[config.mk]
export PLATFORM = sky130hd
export DESIGN_NAME = rsc_term_ctrl
export DESIGN_NICKNAME = d
export VERILOG_FILES = /design/src/rtl/rsc_term_ctrl.sv
export SDC_FILE = /design/constraint.sdc
export NUM_CORES = 1
export LEC_CHECK = 0
export BUFFER_PORTS_ARGS = -buffer_cell sky130_fd_sc_hd__buf_2
export CORE_AREA = 2 2 101 103
export CTS_CLUSTER_DIAMETER = 100
export DETAILED_ROUTE_END_ITERATION = 7
export DIE_AREA = 0 0 103 105
export GPL_ROUTABILITY_DRIVEN = 1
export GPL_TIMING_DRIVEN = 0
export MAX_ROUTING_LAYER = met4
export PLACE_DENSITY = 0.74
export SETUP_SLACK_MARGIN = 0.3
export SLEW_MARGIN = 20
export SYNTH_ARGS = -nofsm -noshare
export SYNTH_HDL_FRONTEND = slang
export SYNTH_SLANG_ARGS = --single-unit
export TNS_END_PERCENT = 5
[constraint.sdc]
create_clock -name clk -period 3.2 [get_ports clk]
set_clock_uncertainty 0.05 [all_clocks]
set_input_delay 0.32 -clock clk [delete_from_list [all_inputs] [get_ports clk]]
set_output_delay 0.32 -clock clk [all_outputs]
set_load 0.01 [all_outputs]
[src/rtl/rsc_term_ctrl.sv]
// Frame buffer and trellis terminator feeding a 3-register RSC encoder.
// Ping-pong banks of K bits are streamed out, then 3 tail bits return the encoder to 000.
module rsc_term_ctrl #(
   parameter int unsigned K = 40
) (
   input  logic       clk,
   input  logic       rst,
   input  logic       s_bit,
   input  logic       s_valid,
   output logic       s_ready,
   input  logic [2:0] enc_state,
   output logic       enc_in,
   output logic       sys_out,
   output logic       out_valid,
   output logic       tail,
   output logic       sof,
   output logic       eof
);

   localparam int unsigned PW = (K > 1) ? $clog2(K) : 1;
   localparam logic [PW-1:0] PTR_LAST = PW'(K - 1);

   typedef enum logic [1:0] {
      ST_IDLE,
      ST_DATA,
      ST_TAIL
   } state_t;

   state_t            state_q, state_d;
   logic [1:0][K-1:0] bank_q, bank_d;
   logic [PW-1:0]     wptr_q, wptr_d;
   logic [PW-1:0]     rptr_q, rptr_d;
   logic [PW-1:0]     rptr_nxt;
   logic              wbank_q, wbank_d;
   logic              rbank_q, rbank_d;
   logic [1:0]        full_q, full_d;
   logic              s_ready_q, s_ready_d;
   logic [1:0]        tcnt_q, tcnt_d;
   logic              data_q, data_d;
   logic              accept;
   logic              release_bank;
   logic              unused_w2;

   // Write side: fill the current bank, mark it full on its last bit
   always_comb begin
      bank_d    = bank_q;
      wptr_d    = wptr_q;
      wbank_d   = wbank_q;
      full_d    = full_q;
      accept    = s_valid & s_ready_q;

      if (release_bank) begin
         full_d[rbank_q] = 1'b0;
      end

      if (accept) begin
         bank_d[wbank_q][wptr_q] = s_bit;
         if (wptr_q == PTR_LAST) begin
            full_d[wbank_q] = 1'b1;
            wptr_d          = '0;
            wbank_d         = ~wbank_q;
         end else begin
            wptr_d = wptr_q + 1'b1;
         end
      end

      // Look ahead at the bank the next accepted bit would land in
      s_ready_d = ~full_d[wbank_d];
   end

   // Read FSM: data_q is preloaded one edge ahead so DATA cycles drive a flop
   always_comb begin
      state_d      = state_q;
      rptr_d       = rptr_q;
      rbank_d      = rbank_q;
      tcnt_d       = tcnt_q;
      data_d       = data_q;
      release_bank = 1'b0;
      rptr_nxt     = rptr_q + 1'b1;

      case (state_q)
         ST_IDLE: begin
            data_d = 1'b0;
            if (full_q[rbank_q]) begin
               state_d = ST_DATA;
               rptr_d  = '0;
               data_d  = bank_q[rbank_q][0];
            end
         end
         ST_DATA: begin
            if (rptr_q == PTR_LAST) begin
               state_d      = ST_TAIL;
               tcnt_d       = 2'd0;
               release_bank = 1'b1;
               rbank_d      = ~rbank_q;
               data_d       = 1'b0;
            end else begin
               rptr_d = rptr_nxt;
               data_d = bank_q[rbank_q][rptr_nxt];
            end
         end
         ST_TAIL: begin
            if (tcnt_q == 2'd2) begin
               // rbank already points at the next bank here
               if (full_q[rbank_q]) begin
                  state_d = ST_DATA;
                  rptr_d  = '0;
                  data_d  = bank_q[rbank_q][0];
               end else begin
                  state_d = ST_IDLE;
                  data_d  = 1'b0;
               end
            end else begin
               tcnt_d = tcnt_q + 2'd1;
            end
         end
         default: begin
            state_d = ST_IDLE;
            data_d  = 1'b0;
         end
      endcase
   end

   always_ff @(posedge clk or posedge rst) begin
      if (rst) begin
         bank_q    <= '0;
         wptr_q    <= '0;
         wbank_q   <= 1'b0;
         full_q    <= '0;
         s_ready_q <= 1'b0;
         state_q   <= ST_IDLE;
         rptr_q    <= '0;
         rbank_q   <= 1'b0;
         tcnt_q    <= '0;
         data_q    <= 1'b0;
      end else begin
         bank_q    <= bank_d;
         wptr_q    <= wptr_d;
         wbank_q   <= wbank_d;
         full_q    <= full_d;
         s_ready_q <= s_ready_d;
         state_q   <= state_d;
         rptr_q    <= rptr_d;
         rbank_q   <= rbank_d;
         tcnt_q    <= tcnt_d;
         data_q    <= data_d;
      end
   end

   // Tail input cancels the feedback w3^w4, so the newest register receives 0
   always_comb begin
      enc_in    = 1'b0;
      unused_w2 = enc_state[2];
      if (state_q == ST_TAIL) begin
         enc_in = enc_state[1] ^ enc_state[0];
      end else if (state_q == ST_DATA) begin
         enc_in = data_q;
      end
      sys_out   = enc_in;
      out_valid = (state_q == ST_DATA) || (state_q == ST_TAIL);
      tail      = (state_q == ST_TAIL);
      sof       = (state_q == ST_DATA) && (rptr_q == '0);
      eof       = (state_q == ST_TAIL) && (tcnt_q == 2'd2);
      s_ready   = s_ready_q;
   end

endmodule

==> results.tsv <==
stage	metric	value	unit
global_route	grt_antenna_before_repair	0	
worst_setup_path	crit_slowest_cell	mux4_2	
power	power_frac_comb	16.5	%
floorplan	row_count	36	
power	p_clk_share	30.1	%
worst_setup_path	worstSetupPathType	reg -> reg	
floorplan	fp.coreArea	9640	µm²
logic_synthesis	synth_fp_nets	487	
power	p_leak	2.70	nW
cells_and_area	final_cell_area	5920	µm²
timing	max_freq	364	MHz
cells_and_area	antenna_cells	0	
logic_synthesis	synth_top_area_share	47.8	%
timing	tns	0	ps
floorplan	start_util	55.4	%
power	peakVddDrop	378	µV
route	post-route-drc-count	0	
placed_design	pre_cts_slack	-911	ps
clock_tree	root_buffer	clkbuf_8	
run_status	status	complete, no violations	
cells_and_area	layout-drive-gt1-share	31.7	%
global_route	grt.total_usage	25.2	%
power	swShare	30.1	%
logic_synthesis	synthTopCellsByCount	102 x dfrtp_1, 100 x nand2_1, 82 x mux2_2	
logic_synthesis	yosysTopAreaCell	dfrtp_1	
logic_synthesis	syn_avg_cell_area	11.3	µm²
worst_setup_path	cpPeakStageDelay	520	ps
placed_design	place.gp.congestion	0.846	
global_route	grt_pass1_wl	20100	µm
logic_synthesis	yosysUniqueCellTypes	42	
clock_tree	clkLatencyLatePin	380	ps
clock_tree	clock-sinks	102	
route	drt-initial-drc-count	199	
worst_setup_path	cp_data_required_time	3390	ps
cells_and_area	areaGrowthSynthToFinish	10.9	%
logic_synthesis	ys_ff_latch	102	
flow_run	cap_violations	0	
logic_synthesis	synthesis.area	5340	µm²
route	drt_wl_total	12000	µm
placed_design	place_area	5670	µm²
placed_design	hpwl	8380	µm
timing	timing.final.ws_setup	453	ps
timing	rsz0062_at_grt	false	
logic_synthesis	yosysSeqAreaShare	47.8	%
timing	fin_hold_ws	218	ps
timing	tightest_slew	933	ps
timing	final_max_slew_viol_count	0	
logic_synthesis	ys_warn_count	0	
global_route	grt_pass1_vias	3831	
route	wl_per_cell	18.8	µm
logic_synthesis	yosysMostFrequentCell	dfrtp_1	
route	num_vias	3797	
timing	hold_violations	0	
clock_tree	numCtsBuffers	9	
floorplan	die_w	103	µm
worst_setup_path	cp_max_fo	10	
timing	period_share	85.8	%
power	power.internal	0.00180	W
timing	fin_crit	2750	ps
route	postRouteAntennaNets	0	
route	drt_pass1_iterations	5	
worst_setup_path	cp_cell_sequence	clkbuf_8, clkinv_4, ha_4, buf_4, mux4_2, mux2i_1, mux2_2, o21ai_0, a222oi_1, o41ai_1	
logic_synthesis	synth_edf_count	0	
clock_tree	cts-htree-levels	3	
route	routed_via_density	5.92	
cells_and_area	layout.nets	518	
global_route	grt_max_degree	31	
power	power_density	434	nW/µm²
logic_synthesis	netlist_top_cells_area	dfrtp_1 48%, mux2_2 17%, mux4_2 9.3%, nand2_1 7.0%, ha_1 1.9%	
floorplan	die_h	105	µm
timing	finalSetupViolations	0	
cells_and_area	fillers	805	
logic_synthesis	syn_inst	472	
logic_synthesis	async_reset_ff_share	100	%
power	switchingPower	0.000774	W
floorplan	ios	14	
clock_tree	cts_tree	done	
timing	slew_headroom	37.3	%
worst_setup_path	end_kind	register	
min_path	hold_path_class	in -> reg	
worst_setup_path	cp-start-kind	register	
clock_tree	clk_pin_slew	100	ps
cells_and_area	final_util	61.4	%
global_route	grt-ovfl-total	0	
floorplan	dieArea	10800	µm²
logic_synthesis	synth-main-ff-cell	dfrtp_1	
placed_design	port_buffers	11	
clock_tree	cts_max_path_buffers	2	
power	p_seq_share	53.4	%
worst_setup_path	critical_path_arrival	2940	ps
## final timing paths
kind                                   startpoint                     end  slack (ps)  depth (start not counted)
max                         rptr_q[0]$_DFFE_PP0P_      data_q$_DFFE_PP0N_         450                         10
min                                       s_valid   wptr_q[0]$_DFFE_PP0P_         220                          3
max reg2reg                 rptr_q[0]$_DFFE_PP0P_      data_q$_DFFE_PP0N_         450                         10
min reg2reg                bank_q[58]$_DFFE_PP0P_  bank_q[58]$_DFFE_PP0P_         460                          1
max in group asynchronous                     rst   tcnt_q[0]$_DFFE_PP0P_        1910                          5
min in group asynchronous                     rst  bank_q[67]$_DFFE_PP0P_         460                          3
## critical path, delay by kind of cell, from the launching register on
family                     cells  cell delay [ps]
muxes                          3              830
AOI/OAI and AO/OA              3              550
buffers and inverters          3              470
DFF                            1              400
adders and majority gates      1              300
## power by group through the flow
stage	Clock, W	Combinational (W)	Sequential (W)
3_3_place_gp	0	0.000369	0.00139
3_5_place_dp	0	0.000415	0.00140
6_report	0.000773	0.000423	0.00137
4_1_cts	0.000792	0.000417	0.00137
5_1_grt	0.000844	0.000455	0.00138
2_1_floorplan	0	0.000257	0.00138
## cell type report
| cell class | count | area (µm²) | area share, % |
|---|---|---|---|
| Buffer | 28 | 138 | 2.33 |
| Tap cell | 133 | 166 | 2.81 |
| Clock buffer | 11 | 151 | 2.56 |
| Clock inverter | 5 | 31.3 | 0.528 |
| Multi-Input combinational cell | 331 | 2670 | 45.0 |
| Sequential cell | 102 | 2550 | 43.1 |
| Timing Repair Buffer | 20 | 163 | 2.75 |
| Inverter | 11 | 50.0 | 0.845 |
## per-stage QoR
stage                     instances  total power [W]
after CTS                       640          0.00258
after global placement          616          0.00176
after floorplan                 472          0.00164
after detailed placement        622          0.00181
final                           641          0.00257
after global routing            641          0.00268
## cell families (layout without fill, tap and decap cells)
family,Yosys count,count (layout),share of synthesized area [%]
AO/OA/AOI/OAI,38,38,4.43
flip-flops,102,102,47.8
AND/OR/NAND/NOR,167,167,14.0
adder cells (fa/ha/maj),8,8,1.87
XOR/XNOR,11,11,1.80
multiplexers,107,107,27.1
buffers and inverters,39,75,2.98
## registers in the layout, indices dropped and copies added (netlist names)
register,flops
rbank_q,1
full_q,2
rptr_q,6
data_q,1
tcnt_q,2
s_ready,1
bank_q,80
wbank_q,1
wptr_q,6
state_q,2
## timing repair
action	4_1_cts	5_1_grt
pin swaps	0	2
buffers inserted	1	1
hold buffers	1	0
resized for setup	10	1
endpoints found under the setup margin	2	1
endpoints found under the hold margin	18	0
## metal layers
metal | share of wire [%] | track usage (%)
met1 | 44 | 34.0
met2 | 49 | 38.5
met3 | 4.7 | 4.82
met4 | 2.2 | 8.46
met5 | 0 | -
## layout by cell type (no fill, tap or decap), types with 3 or more instances in the layout
master / n
nand2b_1: 5
nand3b_1: 3
xnor2_1: 7
a21oi_1: 5
inv_1: 9
or2_2: 4
clkbuf_8: 12
buf_4: 7
clkbuf_1: 20
ha_1: 7
nor2_1: 17
mux2i_1: 3
dfrtp_1: 101
nor3_1: 8
mux2_2: 82
mux4_2: 22
nand2_1: 100
o21ai_0: 17
nor3b_2: 3
a21o_1: 3
o31ai_1: 4
nand3_1: 12
clkinv_2: 3
buf_2: 14
buf_12: 3
xor2_1: 4
Note: power is estimated with default switching activity, not from simulation.
